--- config.mk ---
export PLATFORM = sky130hd
export DESIGN_NAME = uart_tx_baud
export DESIGN_NICKNAME = d
export VERILOG_FILES = /design/src/rtl/uart_tx_baud.sv
export SDC_FILE = /design/constraint.sdc
export NUM_CORES = 1
export LEC_CHECK = 0
export BUFFER_PORTS_ARGS = -buffer_cell sky130_fd_sc_hd__buf_4
export CORE_UTILIZATION = 30
export DETAILED_ROUTE_END_ITERATION = 6
export SYNTH_ARGS = -nofsm -noshare
export SYNTH_HDL_FRONTEND = slang
export SYNTH_SLANG_ARGS = --single-unit
--- constraint.sdc ---
create_clock -name i_clock -period 2.5 [get_ports i_clock]
set_clock_uncertainty 0.1 [all_clocks]
set_input_delay 0.25 -clock i_clock [delete_from_list [all_inputs] [get_ports i_clock]]
set_output_delay 0.25 -clock i_clock [all_outputs]
set_load 0.01 [all_outputs]
--- src/rtl/uart_tx_baud.sv ---
// UART transmitter: free-running 16x oversampling tick generator driving an
// LSB-first serial FSM (start bit, DBIT data bits, SB_TICK-tick stop period).
module uart_tx_baud #(
  parameter int DBIT        = 8,
  parameter int SB_TICK     = 16,
  parameter int NB_STATE    = 2,
  parameter int BR_DIV      = 163,
  parameter int NB_BR_COUNT = 8
) (
  input  logic            i_clock,
  input  logic            i_reset,
  input  logic            i_tx_start,
  input  logic [DBIT-1:0] i_data,
  output logic            o_tx_done_tick,
  output logic            o_tx
);

  // s must reach both 15 (start/data bits) and SB_TICK-1 (stop period)
  localparam int SW = ($clog2(SB_TICK) > 4) ? $clog2(SB_TICK) : 4;
  localparam int NW = (DBIT > 1) ? $clog2(DBIT) : 1;

  typedef enum logic [NB_STATE-1:0] {IDLE, START, DATA, STOP} state_t;

  logic [NB_BR_COUNT-1:0] br_cnt_q;
  logic                   s_tick;

  state_t          state_q, state_d;
  logic [SW-1:0]   s_q, s_d;
  logic [NW-1:0]   n_q, n_d;
  logic [DBIT-1:0] b_q, b_d;
  logic            tx_q, tx_d;
  logic            done;

  assign s_tick = (br_cnt_q == NB_BR_COUNT'(BR_DIV - 1));

  always_ff @(posedge i_clock) begin
    if (i_reset || s_tick) br_cnt_q <= '0;
    else                   br_cnt_q <= br_cnt_q + 1'b1;
  end

  always_ff @(posedge i_clock) begin
    if (i_reset) begin
      state_q <= IDLE;
      s_q     <= '0;
      n_q     <= '0;
      b_q     <= '0;
      tx_q    <= 1'b1;
    end else begin
      state_q <= state_d;
      s_q     <= s_d;
      n_q     <= n_d;
      b_q     <= b_d;
      tx_q    <= tx_d;
    end
  end

  always_comb begin
    state_d = state_q;
    s_d     = s_q;
    n_d     = n_q;
    b_d     = b_q;
    tx_d    = tx_q;
    done    = 1'b0;
    case (state_q)
      IDLE: begin
        tx_d = 1'b1;
        if (i_tx_start) begin
          b_d     = i_data;
          s_d     = '0;
          state_d = START;
        end
      end
      START: begin
        tx_d = 1'b0;
        if (s_tick) begin
          if (s_q == SW'(15)) begin
            s_d     = '0;
            n_d     = '0;
            state_d = DATA;
          end else begin
            s_d = s_q + 1'b1;
          end
        end
      end
      DATA: begin
        tx_d = b_q[0];
        if (s_tick) begin
          if (s_q == SW'(15)) begin
            s_d = '0;
            b_d = b_q >> 1;
            if (n_q == NW'(DBIT - 1)) state_d = STOP;
            else                      n_d = n_q + 1'b1;
          end else begin
            s_d = s_q + 1'b1;
          end
        end
      end
      STOP: begin
        tx_d = 1'b1;
        if (s_tick) begin
          if (s_q == SW'(SB_TICK - 1)) begin
            state_d = IDLE;
            done    = 1'b1;
          end else begin
            s_d = s_q + 1'b1;
          end
        end
      end
      default: begin
        state_d = IDLE;
        tx_d    = 1'b1;
      end
    endcase
  end

  // done is Mealy: it coincides with the edge that retires the last stop tick
  assign o_tx_done_tick = done;
  assign o_tx           = tx_q;

endmodule

==> Yosys cells after proc, flatten, opt, wreduce, memory -nomap -nowiden <==
Cells that the tools add are included.
{ "word_totals": {"romBits": 0, "in_bits": 11, "reg_bits": 26, "n_memories": 0, "out_inout_bits": 2, "latch_bits": 0, "ramBits": 0} }
{ "op_classes": {"div": 0, "n_shift": 0, "reduce_logical": 10, "n_eq_ne": 17, "n_addsub": 3, "n_lt_le_gt_ge": 0, "n_mux": 29, "n_bitwise": 0, "n_mul": 0} }
{ "op_table": {"columns": ["op", "count"], "rows": [
  ["two-way mux 8 bit", 3],
  ["two-way mux 4 bit", 5],
  ["inequality test 2 bit, second input constant", 10],
  ["two-way mux 2 bit", 8],
  ["one-hot mux 8 bit (2 select lines)", 1],
  ["two-way mux 3 bit", 5],
  ["one-hot mux 4 bit (3 select lines)", 1],
  ["adder 8 x 1 -> 8 bit, second input constant", 1],
  ["== test 8 bit, second input constant", 1],
  ["one-hot mux 2 bit (4 select lines)", 1],
  ["AND reduction 4 bit", 2],
  ["AND reduction 8 bit", 1],
  ["one-hot mux 3 bit (2 select lines)", 1],
  ["AND reduction 6 bit", 1],
  ["adder 4 x 1 -> 4 bit, second input constant", 1],
  ["== test 2 bit, second input constant", 2],
  ["== test 4 bit, second input constant", 1],
  ["nonzero test 2 bit", 2],
  ["OR reduction 2 bit", 2],
  ["adder 3 x 1 -> 3 bit, second input constant", 1],
  ["== test 3 bit, second input constant", 1],
  ["two-way mux 1 bit", 3],
  ["one-hot mux 1 bit (3 select lines)", 1],
  ["== test 2 x 1 -> 1 bit, second input constant", 1],
  ["other kinds (3)", 3]
]} }

==> Longest topological paths before layout <==
{ "logic_depth": {"ltp_word": 5, "mapped_depth": 8, "mapped_depth_nobuf": 6} }

==> Worst setup path after synthesis <==
No wires, ideal clock.
{ "synth_timing": {"path_type": "register to register", "start": "register state_q[0]", "end": "register state_q[0]", "arrival_ns": 1.614, "slack_ns": 0.665, "setup_ns": 0.121, "stages_incl_launch_ff": 6, "path_cell_list": "dfxtp_1 > inv_1 > ha_1 > or3_1 > a21oi_1 > mux2_2"} }
{ "synth_between": {"elab_chain_len": 3} }
{ "synth_rtl": {"columns": ["element", "line_no", "rtl"], "rows": [
  ["start, declared", "27", "state_t state_q, state_d;"],
  ["start signal, assigned", "49", "state_q <= state_d;"],
  ["== test 2 bit (tied with other cells)", "64", "case (state_q)"],
  ["inequality test 2 bit (no source line)", null, null],
  ["AND reduction 8 bit (no source line)", null, null]
]} }
Several ways; a longest one is shown, not always the timed one.
A chain may end at the register's enable or synchronous reset.

==> Final worst setup path <==
{ "layout_timing": {"start": "register br_cnt_q[1]", "end": "output o_tx_done_tick"} }
{ "layout_between": {"elab_chain_len": 3} }
{ "layout_rtl": {"columns": ["element", "line_no", "rtl"], "rows": [
  ["start, declared", "24", "logic [NB_BR_COUNT-1:0] br_cnt_q;"],
  ["start signal, assigned", "38", "else br_cnt_q <= br_cnt_q + 1'b1;"],
  ["== test 8 bit", "34", "assign s_tick = (br_cnt_q == NB_BR_COUNT'(BR_DIV - 1));"],
  ["two-way mux 1 bit", "100", "if (s_tick) begin"],
  ["two-way mux 1 bit", "64", null],
  ["end, declared", "14", "output logic o_tx_done_tick,"]
]} }
No other way between the ends.

==> impl_results.md <==
* Initial antenna violation count at 0
* Synth Warn # at 0
* Unique cell type count in the Yosys netlist at 44
* I/O pin cnt at 13
* Fin crit period at 2202 ps
* Largest net degree at the start of global routing at 19
* Diodes inserted at 0
* Actual slew at the worst max-slew pin at roughly 560 ps
* Setup crit end kind: primary output
* Post-synthesis mux area share at roughly 7%
* Final setup fails at 0
* P_leak at 0.0006133 uW
* Setup TNS at 0 ps
* Post-Layout Cell Count at ~220
* Status: complete, but fails checks
* Worst Path Arrival at roughly 1900 ps
* Clk sink count at 26
* Vias in the first global route at approximately 1100
* Area of the mapped netlist at 0.001444 mm2
* Vias per cell at ~5.4
* Layout cell share with drive strength beyond 1 at between 10% and 20%
* Htree depth at 1
* Post-Synth Simple-Gate Area at 19.50%
* Core area at between 0.004 and 0.005 mm2
* Post-Syn Nets at 175
* Clk Latency, worst-skew pair at approximately 270 ps
* Post-Place Cells at 215
* Predominant post-synthesis flop cell: dfxtp_1
* Largest family of logic cells by synthesized area: compound AO/OA/AOI/OAI gates
* GR Overflow Total at 0
* DIE AREA at 0.005094 mm2
* Die Wd at between 70 and 80 um
* Post-cts sizing count at 0
* Root Buffer: clkbuf_8
* Violated checks: design-rule violations
* Clock transition at path regs at about 90 ps
* TritonCTS clock tree: built
* Post-DP HPWL at slightly above 2000 um
* Clk buf depth at 2
* Final setup margin at 297.7 ps
* Starting DRT DRC Count at between 50 and 60
* RSZ-0062 raised after global routing: false
* Post-Synth XOR/XNOR Area at 3.640%
* Number of flops mapped to enable cells by yosys at 0
* Rel. slew slack at 62.68%
* Antenna Violating Nets Remaining at 0
* Routed wire length at 2790 um
* DRT Pass-1 Iters at 6
* Worst IR Drop VDD at just under 0.5 mV
* Sequential-to-total area share from yosys stat at between 30 and 40%
* Die Y-Extent at between 70 and 80 um
* Power Dens Cells at ~950 mW/mm2
* #FFs+latches synth at 26
* Crit Path Max Fanout at 6
* Remaining DRCs at 1
* Peak Freq at 454.1 MHz
* Num CTS Buffers at 3
* Initial Utilization at between 30 and 40%
* # hold bufs at CTS at 0
* Routed vias at approximately 1200
* Period utilization at 88.09%
* Worst Hold Class: in2reg
* CP required at 2150 ps
* Syn Area/Cell at roughly 9.3 um2
* Post-synthesis compound-gate area fraction at around a fifth
* Avg WL per Cell at ~13 um
* Final Util at a little under two fifths
* Core Rows at 24
* Total GRT Usage at between 10% and 20%
* Gate Count Post-Synth at 155
* Final hold vios at 0
* CP startpoint kind: flip-flop
* CP Class: reg2out
* Max-Cap Viols at 0
* Slew Limit Fails at 0
* Postcts setup bufs at 0
* Async SR Flop Fraction at 0%
* First-pass GRT wire length at between 4000 and 5000 um
* Adder-Cell Fraction of Synth Area at just under 8%
* Nets at roughly 190
* Pre-CTS WS at about 420 ps
* Synth-to-Final Area Change at 13.87%
* Final GP Congestion at about 0.84
* IO Port Bufs at 12
final cells by class:
type                            count  area [um2]
Clock inverter                      1       30.03
Sequential cell                    26       520.5
Clock buffer                        3       41.29
Multi-Input combinational cell    117       855.8
Fill cell                         458        2830
Inverter                            5       18.77
Timing Repair Buffer               15       112.6
Tap cell                           52       65.06
logic make-up (layout without fill, tap and decap cells):
group | count (synthesis) | count (layout)
AND/OR/NAND/NOR | 51 | 51
multiplexers | 10 | 10
AO/OA/AOI/OAI | 41 | 41
flip-flops | 26 | 26
adder cells (fa/ha/maj) | 9 | 9
XOR/XNOR | 6 | 6
buffers and inverters | 12 | 24
power breakdown:
part	leakage, uW	internal (uW)	switching (uW)
Clock	0.0000357	214	134
Sequential	0.000213	495	47.7
Combinational	0.000365	296	384
stage by stage:
| stage | hold slack (ps) | power, uW | cell area, um2 |
|---|---|---|---|
| detailed placement | 375.8 | 1229 | 1573 |
| floorplan | 315.0 | 1098 | 1444 |
| global placement | 368.7 | 1226 | 1573 |
| finish | 158.8 | 1570 | 1644 |
| global route | 170.7 | 1688 | 1644 |
| CTS | 154.7 | 1590 | 1644 |
final timing paths:
| path | cells after the start | slack (ps) | from | endpoint |
|---|---|---|---|---|
| worst min-delay path | 3 | 160 | i_data[7] | b_q[7]$_SDFFE_PP0P_ |
| worst max register to register | 6 | 430 | br_cnt_q[1]$_SDFF_PP0_ | b_q[3]$_SDFFE_PP0P_ |
| worst max-delay path | 5 | 300 | br_cnt_q[1]$_SDFF_PP0_ | o_tx_done_tick |
| worst min register to register | 1 | 390 | br_cnt_q[0]$_SDFF_PP0_ | br_cnt_q[0]$_SDFF_PP0_ |
worst max-delay path, stage by stage (launching register included):
cell and delay (ps):
dfxtp_1 400, ha_1 180, nand4bb_1 300, nor3_1 400
and2_1 180, buf_4 120
cells in the mapped netlist (2+ instances only):
cell | instances | area, um2
a21boi_0 | 2 | 15.01
a21oi_1 | 12 | 60.06
a311oi_1 | 4 | 35.03
a311oi_2 | 3 | 45.04
and3_1 | 3 | 18.77
buf_6 | 3 | 33.78
clkbuf_1 | 4 | 15.01
dfxtp_1 | 26 | 520.5
ha_1 | 9 | 112.6
inv_1 | 5 | 18.77
mux2i_1 | 9 | 90.09
nand2_1 | 5 | 18.77
nand2b_1 | 2 | 12.51
nand3_1 | 11 | 55.05
nand4_1 | 4 | 25.02
nor2_1 | 12 | 45.04
nor3_1 | 2 | 10.01
nor3b_1 | 2 | 15.01
o21ai_0 | 8 | 40.04
xor2_1 | 5 | 43.79
state kept, by name (all words and copies together), names as in the netlist:
name	cells
b_q	8
br_cnt_q	8
s_q	4
n_q	3
state_q	2
o_tx	1
placed cells by master, fill, tap and decap left out, types with 3 or more instances in the layout:
cell type,instances
ha_1,9
nor2_1,12
nand4_1,4
inv_1,5
and3_1,3
dfxtp_1,26
o21ai_0,8
a311oi_1,4
a311oi_2,3
nand3_1,11
buf_4,15
clkbuf_8,3
a21oi_1,12
xor2_1,5
nand2_1,5
mux2i_1,9
metal layers:
metal	wire length, um	GRT usage [%]
met5	0	0
met3	119	3.235
met4	25	4.444
met2	1319	19.68
met1	1325	15.24
Note: power is estimated with default switching activity, not from simulation.
